<file path="src/rtl/reel_spin_seq.sv">
// reel_spin_seq: frame-timed N-reel sprite sequencer that stops reels strictly in order on latched targets
// Ports:
//   clk, reset      - pixel clock; asynchronous active-high reset
//   vsync           - VGA vertical sync (active-low); its falling edge is the frame tick
//   start_spin      - level spin request, rising edge accepted only in IDLE
//   final_sprites   - packed per-reel targets, reel k at [k*IDX_W +: IDX_W]
//   quick_stop      - only when REEL_SPIN_SEQ_QUICK_STOP_EN is defined: stop all reels on a tick
//   sprite_idx      - packed per-reel current sprite index
//   reel_stopped    - per-reel stationary flag
//   busy, done      - high in SPIN; one-cycle completion pulse in DONE
//   state           - IDLE=0, SPIN=1, DONE=2
// Optional feature macro: REEL_SPIN_SEQ_QUICK_STOP_EN
module reel_spin_seq #(
    parameter int NUM_REELS      = 3,
    parameter int NUM_SPRITES    = 7,
    parameter int SPIN_FRAMES    = 4,
    parameter int STAGGER_FRAMES = 2,
    parameter int STEP_FRAMES    = 1,
    localparam int IDX_W         = $clog2(NUM_SPRITES)
) (
    input  logic                       clk,
    input  logic                       reset,
    input  logic                       vsync,
    input  logic                       start_spin,
    input  logic [NUM_REELS*IDX_W-1:0] final_sprites,
`ifdef REEL_SPIN_SEQ_QUICK_STOP_EN
    input  logic                       quick_stop,
`endif
    output logic [NUM_REELS*IDX_W-1:0] sprite_idx,
    output logic [NUM_REELS-1:0]       reel_stopped,
    output logic                       busy,
    output logic                       done,
    output logic [1:0]                 state
);
    localparam int FC_MAX = SPIN_FRAMES + (NUM_REELS - 1) * STAGGER_FRAMES + NUM_SPRITES * STEP_FRAMES + 1;
    localparam int FC_W = $clog2(FC_MAX + 1);
    localparam int SC_W = $clog2(STEP_FRAMES + 1);
    localparam logic [IDX_W-1:0] MAX_IDX = IDX_W'(NUM_SPRITES - 1);
    localparam logic [SC_W-1:0] STEP_LAST = SC_W'(STEP_FRAMES);
    typedef enum logic [1:0] {IDLE = 2'd0, SPIN = 2'd1, DONE = 2'd2} state_t;
    state_t state_q, state_d;
    logic vsync_q, start_q, busy_q, done_q, tick, start_edge, qs;
    logic [FC_W-1:0] frame_q, frame_d;
    logic [NUM_REELS-1:0] stopped_q, stopped_d, pred;
    logic [IDX_W-1:0] idx_q [NUM_REELS];
    logic [IDX_W-1:0] idx_d [NUM_REELS];
    logic [IDX_W-1:0] tgt_q [NUM_REELS];
    logic [IDX_W-1:0] tgt_d [NUM_REELS];
    logic [IDX_W-1:0] raw [NUM_REELS];
    logic [SC_W-1:0] step_q [NUM_REELS];
    logic [SC_W-1:0] step_d [NUM_REELS];
    // vsync_q resets to 0, so no tick can fire on the first cycle after reset
    assign tick = vsync_q & ~vsync;
    assign start_edge = ~start_q & start_spin;
`ifdef REEL_SPIN_SEQ_QUICK_STOP_EN
    assign qs = quick_stop;
`else
    assign qs = 1'b0;
`endif
    // reel k may only stop once reel k-1 is already stopped; reel 0 has no predecessor
    assign pred = NUM_REELS'({stopped_q, 1'b1});
    genvar i;
    for (i = 0; i < NUM_REELS; i++) begin : g_reel
        assign raw[i] = final_sprites[i*IDX_W +: IDX_W];
        assign sprite_idx[i*IDX_W +: IDX_W] = idx_q[i];
    end
    always_comb begin
        state_d = state_q;
        frame_d = frame_q;
        stopped_d = stopped_q;
        idx_d = idx_q;
        tgt_d = tgt_q;
        step_d = step_q;
        case (state_q)
            IDLE: if (start_edge) begin
                state_d = SPIN;
                frame_d = '0;
                stopped_d = '0;
                for (int k = 0; k < NUM_REELS; k++) begin
                    tgt_d[k] = raw[k] > MAX_IDX ? MAX_IDX : raw[k];
                    step_d[k] = '0;
                end
            end
            SPIN: if (&stopped_q) state_d = DONE;
            else if (tick) begin
                frame_d = &frame_q ? frame_q : frame_q + 1'b1;
                for (int k = 0; k < NUM_REELS; k++) begin
                    if (!stopped_q[k]) begin
                        if (qs) begin
                            idx_d[k] = tgt_q[k];
                            stopped_d[k] = 1'b1;
                        end else if (frame_q >= FC_W'(SPIN_FRAMES + k * STAGGER_FRAMES) && pred[k] && idx_q[k] == tgt_q[k]) begin
                            stopped_d[k] = 1'b1;
                        end else if (step_q[k] + 1'b1 == STEP_LAST) begin
                            idx_d[k] = idx_q[k] == MAX_IDX ? '0 : idx_q[k] + 1'b1;
                            step_d[k] = '0;
                        end else begin
                            step_d[k] = step_q[k] + 1'b1;
                        end
                    end
                end
            end
            default: state_d = IDLE;
        endcase
    end
    always_ff @(posedge clk or posedge reset) begin
        if (reset) begin
            state_q <= IDLE;
            vsync_q <= 1'b0;
            start_q <= 1'b0;
            busy_q <= 1'b0;
            done_q <= 1'b0;
            frame_q <= '0;
            stopped_q <= '1;
            idx_q <= '{default: '0};
            tgt_q <= '{default: '0};
            step_q <= '{default: '0};
        end else begin
            state_q <= state_d;
            vsync_q <= vsync;
            start_q <= start_spin;
            busy_q <= state_d == SPIN;
            done_q <= state_d == DONE;
            frame_q <= frame_d;
            stopped_q <= stopped_d;
            idx_q <= idx_d;
            tgt_q <= tgt_d;
            step_q <= step_d;
        end
    end
    assign reel_stopped = stopped_q;
    assign busy = busy_q;
    assign done = done_q;
    assign state = state_q;
endmodule

</file>
<file path="config.mk">
export PLATFORM = sky130hd
export DESIGN_NAME = reel_spin_seq
export DESIGN_NICKNAME = d
export VERILOG_FILES = /design/src/rtl/reel_spin_seq.sv
export SDC_FILE = /design/constraint.sdc
export NUM_CORES = 1
export LEC_CHECK = 0
export CORE_MARGIN = 3
export CORE_UTILIZATION = 50
export CTS_BUF_LIST = sky130_fd_sc_hd__clkbuf_8
export DETAILED_ROUTE_END_ITERATION = 10
export GPL_ROUTABILITY_DRIVEN = 0
export PLACE_DENSITY = 0.84
export REMOVE_ABC_BUFFERS = 1
export SLEW_MARGIN = 10
export SYNTH_ARGS = -nofsm -noshare
export SYNTH_HDL_FRONTEND = slang
export SYNTH_SLANG_ARGS = --single-unit
</file>
<file path="constraint.sdc">
create_clock -name clk -period 4.9 [get_ports clk]
set_clock_uncertainty 0.15 [all_clocks]
set_input_delay 0.98 -clock clk [delete_from_list [all_inputs] [get_ports clk]]
set_output_delay 0.98 -clock clk [all_outputs]
set_load 0.01 [all_outputs]
</file>
==> metrics <==
run status finished clean; synthesis warning total 0; Slew Limit Headroom 23.0%; Startpoint Class input pin; Post-CTS Hold Fix Bufs 0; Reg power frac a little under half; total gr overflow 0; Antenna diodes 0; clock tree buffer depth 2; cell-internal power about 0.00065 W; most frequent cells in the layout 34 x nand2_1, 29 x dfrtp_1, 28 x clkdlybuf4s50_1; area of the multi-input gates about 730 µm²; DP Wirelength 2.34 mm; commonest non-fill, non-tap cell in the layout nand2_1; Rows 19; final setup TNS 0 ns; Die W approximately 62 µm; maximum VDD drop approximately 260 µV; largest net degree at the start of global routing 33; Hold Startpoint tgt_q[3]$_DFFE_PP0P_; filler cell count about 230; CP Max Fanout 12; crit path max-delay cell type nor4b_2; first-pass GRT wire length 5.38 mm; fmax approximately 340 MHz; synthesized area per cell between 10 and 15 µm²; Skew-Pair Late Insertion Delay ~0.29 ns; CP required between 4 and 5 ns; Mapped Cells 151; clk sinks 32; First-pass DRT Iterations 4; worst-margin pin slew approximately 1.2 ns; Die Ht roughly 62 µm; initial core utilization between 50% and 60%; post-synth cell types 37; Post-DRT Antenna Nets 0; drt drc 0; clk root buf clkbuf_8; sequential fraction of the synthesis area between 50% and 60%; sw power approximately 0.00034 W; placed cells 208; Storage cell area just over 800 µm²; Reg2Reg Launch Point state[0]$_DFF_PP0_; Setup crit end kind flop; Max Slew Vio Count 0; Port Buffers 28; Core Area ~2900 µm²; Syn Std Cell Area around 1600 µm²; vias in the first global route approximately 1200; initial antenna violation count 0; Lkg Pwr 0.884 nW; Via Count around 1300; Area after DPL approximately 1900 µm²; Comb pwr share between 30% and 40%; Critical Path Max Stage Delay between 0.9 and 1 ns; DRT Wirelength between 3 and 4 mm; Arr. time, crit path 2.93 ns; fin area about 2000 µm²; Clock power frac between 20% and 30%; Area Overhead vs Synth 26.2%; Worst-path clk slew about 0.060 ns; WL per Instance approximately 15 µm; worst hold margin between 0.3 and 0.4 ns; final setup vio count 0; CTS-repair resized insts 0; Critical path origin start_spin; Non-Filler Instances around 220; Total Routing Usage GR 20.2%; post-layout minimum cycle time ~2.9 ns; CTS tree done; Power Density slightly above 500 nW/µm²; Num CTS Buffers 5; Via density between 5 and 6; Max-cap violations 0; Post-CTS Setup Inserts 0; CP Cell Sequence clkdlybuf4s50_1 > nor4b_2 > o22ai_1 > nand2_1 > o21ai_0; Initial DRC Count between 80 and 90; switching part of the total approximately a third; Final Cycle Share 59.7%; RSZ-0062 raised after global routing false; Final Hold Viols 0; H-Tree Depth 2; die area 3830 µm²; Setup CP Type in -> reg; io pins 29; hold crit path type reg -> reg; # nets final 200; Yosys reg bits 32; layout cell share with drive strength beyond 1 between 10% and 20%
## per-stage QoR
step	setup WS [ns]	util, %	power (W)
2_1_floorplan	2.17	-	0.000630
3_5_place_dp	1.73	65.9	0.000790
6_report	1.97	69.0	0.000990
5_1_grt	1.81	69.0	0.00106
4_1_cts	2.02	69.0	0.000999
3_3_place_gp	1.85	65.9	0.000770
## power by group through the flow
stage	clock [W]	combinational, W	sequential [W]
6_report	0.000202	0.000339	0.000450
3_5_place_dp	0	0.000340	0.000450
3_3_place_gp	0	0.000326	0.000444
4_1_cts	0.000208	0.000343	0.000447
5_1_grt	0.000223	0.000375	0.000463
2_1_floorplan	0	0.000183	0.000447
## kinds of logic after synthesis
group	Yosys count	share of synthesized area, %
AO/OA/AOI/OAI	29	12.3
multiplexers	4	2.89
AND/OR/NAND/NOR	67	23.9
flip-flops	32	51.6
adder cells (fa/ha/maj)	3	2.41
XOR/XNOR	9	5.05
buffers and inverters	7	1.84
## metal layers
metal	up-vias	share of wire (%)	global-route usage, %
met5	-	0	0
met4	0	2.2	10.3
met3	8	6.3	7.64
met2	41	50	33.0
met1	621	42	23.0
li1	603	-	-
## Yosys cell counts
cell	count	share of area (%)
nand2_1	34	8.2
dfrtp_1	29	47
o21ai_0	9	2.9
nand3_1	6	1.9
xor2_1	6	3.4
a21oi_1	5	1.6
inv_1	4	0.96
mux2_2	4	2.9
nor2_1	4	0.96
dfstp_2	3	5.1
ha_1	3	2.4
nor2b_1	3	1.2
nor4b_1	3	1.7
or4b_1	3	1.9
xnor2_1	3	1.7
a22o_1	2	1.1
and2_1	2	0.80
and3_1	2	0.80
buf_2	2	0.64
nor3_1	2	0.64
nor4_2	2	1.6
o211ai_1	2	0.96
o22a_1	2	1.1
o31ai_1	2	0.96
or3_1	2	0.80
a211o_1	1	0.56
a31oi_1	1	0.40
and4bb_2	1	0.80
clkbuf_1	1	0.24
nand2b_1	1	0.40
nand4bb_4	1	1.8
o211a_1	1	0.64
o221ai_1	1	0.56
o22ai_1	1	0.40
o2bb2ai_1	1	0.56
o41ai_1	1	0.56
or2_1	1	0.40
## path summary, 6_finish.rpt
| kind | endpoint | slack [ns] | depth (start not counted) |
|---|---|---|---|
| setup / recovery | frame_q[4]$_DFFE_PP0P_ | 1.97 | 5 |
| hold / removal | tgt_q[3]$_DFFE_PP0P_ | 0.34 | 2 |
| setup reg to reg | frame_q[4]$_DFFE_PP0P_ | 2.61 | 4 |
| hold reg to reg | tgt_q[3]$_DFFE_PP0P_ | 0.34 | 2 |
| max in group asynchronous | reel_stopped[2]$_DFFE_PP1P_ | 3.35 | 3 |
| min in group asynchronous | sprite_idx[8]$_DFFE_PP0P_ | 0.93 | 3 |
## sequential cells by signal, summed over array words and instances, names as in the netlist
signal,cells
sprite_idx,9
tgt_q,9
frame_q,5
reel_stopped,3
state,2
busy,1
done,1
start_q,1
vsync_q,1
## critical path: cells and delay by family
kind	cells	cell delay, ns
simple gates	2	1.07
buf+inv	1	0.49
compound gates	2	0.39
## layout make-up
| cell class | instances | share of cell area (%) |
|---|---|---|
| clock inverter | 2 | 0.381 |
| sequential | 32 | 40.9 |
| inverter | 4 | 0.762 |
| clock buffer | 6 | 4.19 |
| multi-input combinational | 112 | 37.2 |
| timing repair buffer | 29 | 14.6 |
| tap | 31 | 1.97 |
Note: power is estimated with default switching activity, not from simulation.
